**config.mk**
```make
export PLATFORM = sky130hd
export DESIGN_NAME = entry_capture_sequencer_flat
export DESIGN_NICKNAME = d
export VERILOG_FILES = /design/src/rtl/entry_capture_sequencer_if.sv /design/src/rtl/entry_capture_sequencer.sv /design/src/flat_wrapper.sv
export SDC_FILE = /design/constraint.sdc
export NUM_CORES = 1
export LEC_CHECK = 0
export BUFFER_PORTS_ARGS = -buffer_cell sky130_fd_sc_hd__clkbuf_2
export CORE_MARGIN = 2
export CORE_UTILIZATION = 40
export CTS_CLUSTER_DIAMETER = 120
export DETAILED_ROUTE_END_ITERATION = 6
export HOLD_SLACK_MARGIN = 0.1
export PLACE_DENSITY = 0.66
export SLEW_MARGIN = 20
export SYNTH_ARGS = -nofsm -noshare
export SYNTH_HDL_FRONTEND = slang
export SYNTH_SLANG_ARGS = --single-unit
```
**constraint.sdc**
```tcl
create_clock -name clk -period 2.2 [get_ports clk]
set_input_delay 0.22 -clock clk [delete_from_list [all_inputs] [get_ports clk]]
set_output_delay 0.22 -clock clk [all_outputs]
set_load 0.01 [all_outputs]
```
**src/rtl/entry_capture_sequencer_if.sv**
```systemverilog
// Bundles the switch/button inputs, comparator feedback and result outputs
// of the entry capture sequencer into one connection.
interface entry_capture_sequencer_if #(
    parameter int CNT_W = 8
);
    logic [1:0]       sw;
    logic             enter;
    logic             clear;
    logic             AeqB_in;
    logic             AgeqB_in;
    logic             AltB_in;
    logic [1:0]       A;
    logic [1:0]       B;
    logic [1:0]       state;
    logic             result_valid;
    logic             res_eq;
    logic             res_geq;
    logic             res_lt;
    logic             err;
    logic [CNT_W-1:0] lt_count;
    logic [CNT_W-1:0] eq_count;

    modport slave (
        input  sw, enter, clear, AeqB_in, AgeqB_in, AltB_in,
        output A, B, state, result_valid, res_eq, res_geq, res_lt, err,
               lt_count, eq_count
    );

    modport master (
        output sw, enter, clear, AeqB_in, AgeqB_in, AltB_in,
        input  A, B, state, result_valid, res_eq, res_geq, res_lt, err,
               lt_count, eq_count
    );
endinterface

```
**src/rtl/entry_capture_sequencer.sv**
```systemverilog
// Captures operands A then B on debounced enter presses, feeds them to the
// 2-bit comparator and registers its verdict with error flag and tallies.
module entry_capture_sequencer #(
    parameter int DEBOUNCE_CYCLES = 4,
    parameter int CNT_W           = 8
) (
    input  logic                      clk,
    input  logic                      rst_n,
    entry_capture_sequencer_if.slave  bus
);
    localparam int DEB_W = $clog2(DEBOUNCE_CYCLES);

    typedef enum logic [1:0] {
        IDLE_A = 2'b00,
        WAIT_B = 2'b01,
        EVAL   = 2'b10,
        SHOW   = 2'b11
    } stateT;

    logic [1:0]       syncFf;
    logic [DEB_W-1:0] debCnt;
    logic             deb;
    logic             debPrev;
    logic             press;

    stateT            curState;
    logic [1:0]       aReg;
    logic [1:0]       bReg;
    logic             resultValid;
    logic             resEq;
    logic             resGeq;
    logic             resLt;
    logic             errFlag;
    logic [CNT_W-1:0] ltCount;
    logic [CNT_W-1:0] eqCount;

    logic [2:0]       cmpCode;
    logic             codeLegal;

    assign cmpCode   = {bus.AeqB_in, bus.AgeqB_in, bus.AltB_in};
    assign codeLegal = (cmpCode == 3'b110) || (cmpCode == 3'b010) || (cmpCode == 3'b001);

    // Button conditioning runs independently of clear so a held button is not re-detected.
    always_ff @(posedge clk or negedge rst_n) begin
        if (!rst_n) begin
            syncFf  <= '0;
            debCnt  <= '0;
            deb     <= 1'b0;
            debPrev <= 1'b0;
            press   <= 1'b0;
        end else begin
            syncFf  <= {syncFf[0], bus.enter};
            debPrev <= deb;
            press   <= deb & ~debPrev;
            if (syncFf[1] != deb) begin
                if (debCnt == DEB_W'(DEBOUNCE_CYCLES - 1)) begin
                    deb    <= syncFf[1];
                    debCnt <= '0;
                end else begin
                    debCnt <= debCnt + 1'b1;
                end
            end else begin
                debCnt <= '0;
            end
        end
    end

    always_ff @(posedge clk or negedge rst_n) begin
        if (!rst_n) begin
            curState    <= IDLE_A;
            aReg        <= '0;
            bReg        <= '0;
            resultValid <= 1'b0;
            resEq       <= 1'b0;
            resGeq      <= 1'b0;
            resLt       <= 1'b0;
            errFlag     <= 1'b0;
            ltCount     <= '0;
            eqCount     <= '0;
        end else if (bus.clear) begin
            curState    <= IDLE_A;
            aReg        <= '0;
            bReg        <= '0;
            resultValid <= 1'b0;
            resEq       <= 1'b0;
            resGeq      <= 1'b0;
            resLt       <= 1'b0;
            errFlag     <= 1'b0;
            ltCount     <= '0;
            eqCount     <= '0;
        end else begin
            resultValid <= 1'b0;
            case (curState)
                IDLE_A, SHOW: begin
                    if (press) begin
                        aReg     <= bus.sw;
                        curState <= WAIT_B;
                    end
                end
                WAIT_B: begin
                    if (press) begin
                        bReg     <= bus.sw;
                        curState <= EVAL;
                    end
                end
                EVAL: begin
                    // Illegal codes are still shown, but only flagged rather than tallied.
                    {resEq, resGeq, resLt} <= cmpCode;
                    resultValid            <= 1'b1;
                    curState               <= SHOW;
                    if (!codeLegal) begin
                        errFlag <= 1'b1;
                    end else if (cmpCode == 3'b001) begin
                        if (ltCount != '1) ltCount <= ltCount + 1'b1;
                    end else if (cmpCode == 3'b110) begin
                        if (eqCount != '1) eqCount <= eqCount + 1'b1;
                    end
                end
                default: curState <= IDLE_A;
            endcase
        end
    end

    assign bus.A            = aReg;
    assign bus.B            = bReg;
    assign bus.state        = curState;
    assign bus.result_valid = resultValid;
    assign bus.res_eq       = resEq;
    assign bus.res_geq      = resGeq;
    assign bus.res_lt       = resLt;
    assign bus.err          = errFlag;
    assign bus.lt_count     = ltCount;
    assign bus.eq_count     = eqCount;
endmodule
```
**src/flat_wrapper.sv**
```systemverilog
// flat-port wrapper written by rule: the top's interface ports become plain ports
module entry_capture_sequencer_flat 
#(
    parameter int DEBOUNCE_CYCLES = 4,
    parameter int CNT_W           = 8
)
  (clk, rst_n, bus_sw, bus_enter, bus_clear, bus_AeqB_in, bus_AgeqB_in, bus_AltB_in, bus_A, bus_B, bus_state, bus_result_valid, bus_res_eq, bus_res_geq, bus_res_lt, bus_err, bus_lt_count, bus_eq_count);
  entry_capture_sequencer_if #(.CNT_W(CNT_W)) bus_i ();
  input  logic clk;
  input  logic rst_n;
  input wire logic [$bits(bus_i.sw)-1:0] bus_sw;
  input wire logic [$bits(bus_i.enter)-1:0] bus_enter;
  input wire logic [$bits(bus_i.clear)-1:0] bus_clear;
  input wire logic [$bits(bus_i.AeqB_in)-1:0] bus_AeqB_in;
  input wire logic [$bits(bus_i.AgeqB_in)-1:0] bus_AgeqB_in;
  input wire logic [$bits(bus_i.AltB_in)-1:0] bus_AltB_in;
  output wire logic [$bits(bus_i.A)-1:0] bus_A;
  output wire logic [$bits(bus_i.B)-1:0] bus_B;
  output wire logic [$bits(bus_i.state)-1:0] bus_state;
  output wire logic [$bits(bus_i.result_valid)-1:0] bus_result_valid;
  output wire logic [$bits(bus_i.res_eq)-1:0] bus_res_eq;
  output wire logic [$bits(bus_i.res_geq)-1:0] bus_res_geq;
  output wire logic [$bits(bus_i.res_lt)-1:0] bus_res_lt;
  output wire logic [$bits(bus_i.err)-1:0] bus_err;
  output wire logic [$bits(bus_i.lt_count)-1:0] bus_lt_count;
  output wire logic [$bits(bus_i.eq_count)-1:0] bus_eq_count;
  assign bus_i.sw = bus_sw;
  assign bus_i.enter = bus_enter;
  assign bus_i.clear = bus_clear;
  assign bus_i.AeqB_in = bus_AeqB_in;
  assign bus_i.AgeqB_in = bus_AgeqB_in;
  assign bus_i.AltB_in = bus_AltB_in;
  assign bus_A = bus_i.A;
  assign bus_B = bus_i.B;
  assign bus_state = bus_i.state;
  assign bus_result_valid = bus_i.result_valid;
  assign bus_res_eq = bus_i.res_eq;
  assign bus_res_geq = bus_i.res_geq;
  assign bus_res_lt = bus_i.res_lt;
  assign bus_err = bus_i.err;
  assign bus_lt_count = bus_i.lt_count;
  assign bus_eq_count = bus_i.eq_count;
  entry_capture_sequencer #(.DEBOUNCE_CYCLES(DEBOUNCE_CYCLES), .CNT_W(CNT_W)) u_core (.clk(clk), .rst_n(rst_n), .bus(bus_i));
endmodule
```
==> impl_metrics.json <==
{
  "netlist.top_cell.by_area": "dfrtp_1",
  "postCtsHoldBufs": 2,
  "preCtsSetupSlack_ns": 0.2561,
  "total_congestion_overflow_after_global_routing": 0,
  "detailroute.via_count": 1385,
  "wl_per_cell_um": 14.64,
  "cellPowerDensity_nw_per_um2": 804.1,
  "ys_seq_area_frac": 0.5033,
  "syn_area_per_cell_um2": 10.56,
  "unrepaired_setup_endpoints_after_global_routing": "false",
  "cts_inserted_buffers": 5,
  "floorplan.initialDensity": 0.4196,
  "worst_clock_skew_ns": 0.004487,
  "required_ns": 2.37,
  "max_clock_freq_ghz": 0.5076,
  "worst_hold_slack_ns": 0.1913,
  "postRouteWirelength_mm": 3.631,
  "report.final.slew_viol_count": 0,
  "proportion_of_register_bits_with_asynchronous_set_or_reset_after_synthesis": 1.000,
  "antenna_found_initial": 0,
  "hold_violations": 0,
  "wl_met1_mm": 1.711,
  "critPathArrivalTime_ns": 2.14,
  "synthAdderAreaFrac": 0.04441,
  "dr.max_layer_used": "met4",
  "synth_enable_flop_cells": 0,
  "grt_pass1_vias": 1348,
  "synth_mux_area_frac": 0.05625,
  "path_clk_slew_ns": 0.07,
  "reg2reg_to": "u_core.bus.lt_count[0]$_DFFE_PN0P_",
  "timing.max_slew.rel_slack": 0.4383,
  "min-delay-path-class": "input port to flip-flop",
  "critical_path.reg2reg.startpoint": "u_core.bus.state[0]$_DFFE_PN0P_",
  "setup_total_negative_slack_ns": 0,
  "worstRegToRegCells": 5,
  "grt_first_pass_wirelength_mm": 6.279,
  "whs_endpoint": "u_core.bus.A[0]$_DFFE_PN0P_",
  "clock_path_buffers": 2,
  "pin_count_of_the_biggest_net_entering_global_routing": 35,
  "final_period_minus_worst_setup_slack_ns": 1.970,
  "cts_htree_levels": 2,
  "setup_fix_buffers_added_after_clock_tree_synthesis": 0,
  "share_of_yosys_cell_area_claimed_by_the_top_area_cell_type": 0.5033,
  "post_synth_num_cell_types": 38,
  "share_of_synthesized_cell_area_in_and_or_nand_and_nor_gates": 0.2050,
  "n_antenna_cell": 0,
  "core_um2": 4029,
  "ios": 36,
  "setup_violations": 0,
  "grt.total_usage": 0.1614,
  "die_h_um": 69.01,
  "synth_warnings": 0,
  "synthCells": 160,
  "antenna_left": 0,
  "cts-resized-gates": 0,
  "clock_tree_from_tritoncts": "built",
  "min_from": "bus_sw[0]",
  "num_rows": 23,
  "worstSetupPathType": "flip-flop to flip-flop",
  "setup.worst_path.start_class": "flip-flop",
  "worst_slack_ns": 0.2298,
  "p_clk_frac": 0.291,
  "clock_tree.root_cell": "clkbuf_8",
  "r2r_setup_slack_ns": 0.23,
  "min_delay_path_depth": 3,
  "routability_congestion_estimate_from_global_placement": 0.8843,
  "die_span_in_x_um": 69.01,
  "outcome": "complete, no violations",
  "p_comb_frac": 0.219,
  "largest_family_of_logic_cells_by_synthesized_area": "simple AND/OR/NAND/NOR gates",
  "synth.top_cells.by_area": "dfrtp_1 (50%), ha_1 (4.4%), nor2b_1 (3.3%), a31oi_1 (3.0%), mux2i_1 (3.0%)",
  "met3RoutedLength_um": 184,
  "detailed_place_hpwl_mm": 2.576,
  "syn_to_final_growth_pct": 18.88,
  "synth-main-ff-cell": "dfrtp_1",
  "design.final.nets": 212,
  "switchingPower_uw": 485.0,
  "power_switching_share": 0.3002,
  "cts.sinks": 34,
  "drt_first_iter_violations": 111,
  "design.die.area_um2": 4762,
  "drt-vias-per-instance": 5.585,
  "leakage_nw": 0.9341,
  "maximum_fanout_count_along_the_critical_path": 9,
  "max_cap_viol_count": 0,
  "fin_crit_sh": 0.8956,
  "synth_xor_area_frac": 0.005181,
  "syn_area_um2": 1690,
  "drcViolationCount": 0,
  "internal_power_mw": 1.131,
  "synth_compound_gate_area_share": 0.1525,
  "placement.io_buffers": 35,
  "power.sequential.fraction": 0.490,
  "postSynthNetCount": 175,
  "vdd.ir_drop.worst_mv": 0.3474,
  "ys_ff_latch": 34,
  "dr_wl_met2_mm": 1.696,
  "timing.critical_path.to_type": "flip-flop",
  "drtPass1Iterations": 4,
  "drive_above_1_share": 0.2424,
  "measured_slew_at_the_worst_slew_check_pin_ns": 0.8425,
  "insertion_delay_ns": 0.28
}
synthesized netlist by cell type, drive strengths merged (4+ instances only):
library cell / n
dfrtp: 34
nand2: 13
nor2: 9
nor2b: 9
a31oi: 8
a21oi: 7
inv: 7
a211oi: 6
ha: 6
a311oi: 5
and2: 5
and3: 5
mux2i: 5
nand3: 5
buf: 4
mux2: 4
registers in the layout (all words and copies together) (netlist names):
name and count:
u_core.bus.res_lt 1, u_core.debPrev 1, u_core.debCnt 2, u_core.bus.res_eq 1
u_core.bus.B 2, u_core.bus.eq_count 8, u_core.bus.res_geq 1, u_core.bus.A 2
u_core.bus.lt_count 8, u_core.bus.result_valid 1, u_core.press 1, u_core.syncFf 2
u_core.bus.state 2, u_core.deb 1, u_core.bus.err 1
cell families (layout without fill, tap and decap cells):
family                   Yosys count  count (layout)
XOR/XNOR                           1               1
multiplexers                       9               9
buffers and inverters             14              52
flip-flops                        34              34
AND/OR/NAND/NOR                   59              59
AO/OA/AOI/OAI                     37              37
adder cells (fa/ha/maj)            6               6
power by group through the flow:
stage / logic (mW) / registers (mW) / clock network, mW
after global routing: 0.404 / 0.806 / 0.510
after detailed placement: 0.356 / 0.804 / 0
after floorplan: 0.243 / 0.797 / 0
final: 0.354 / 0.791 / 0.470
after CTS: 0.361 / 0.793 / 0.482
after global placement: 0.346 / 0.792 / 0
per-layer routing:
layer / up-vias / track usage
met1: 672 / 0.2038
met4: 0 / 0.05229
met3: 4 / 0.04825
li1: 666 / -
met5: - / 0
met2: 43 / 0.2650
worst max-delay path: stages, from the launching register on:
cell	delay (ns)
dfrtp_1	0.42
inv_1	0.07
ha_1	0.38
and4bb_2	0.35
a21boi_1	0.28
mux2_2	0.36
cell type report:
class / count / area (um^2)
inverter: 7 / 26.28
fill: 382 / 2019
sequential: 34 / 850.8
clock inverter: 1 / 5.005
timing repair buffer: 37 / 195.2
tap: 50 / 62.56
clock buffer: 7 / 86.33
multi-input combinational: 112 / 783.3
how the worst max path moves through the flow:
stage	start	end	slack (ns)	depth (start not counted)
after global placement	u_core.bus.state[0]$_DFFE_PN0P_	u_core.bus.lt_count[0]$_DFFE_PN0P_	0.30	5
after detailed placement	u_core.bus.state[0]$_DFFE_PN0P_	u_core.bus.lt_count[0]$_DFFE_PN0P_	0.26	5
final	u_core.bus.state[0]$_DFFE_PN0P_	u_core.bus.lt_count[0]$_DFFE_PN0P_	0.23	5
after CTS	u_core.bus.state[0]$_DFFE_PN0P_	u_core.bus.lt_count[0]$_DFFE_PN0P_	0.24	5
after global routing	u_core.bus.state[0]$_DFFE_PN0P_	u_core.bus.lt_count[0]$_DFFE_PN0P_	0.1	5
after floorplan	u_core.bus.state[0]$_DFFE_PN0P_	u_core.bus.lt_count[0]$_DFFE_PN0P_	0.42	6
layout by cell type (no fill, tap or decap), types with 6 or more instances in the layout:
cell type   n
clkbuf_2   35
a21oi_1     7
a31oi_1     8
clkbuf_8    6
dfrtp_1    34
nand2_1    13
nor2_1      9
nor2b_1     9
inv_1       7
ha_1        6
a211oi_1    6
stage by stage:
stage,cell area (um^2),cells,power [mW],utilization
final,2009,248,1.616,0.4988
after global routing,2009,248,1.721,0.4988
after CTS,2009,248,1.635,0.4988
after detailed placement,1898,238,1.160,0.4711
after global placement,1898,238,1.138,0.4711
after floorplan,1690,160,1.039,-
No activity file was read; power rests on OpenSTA's default activity.
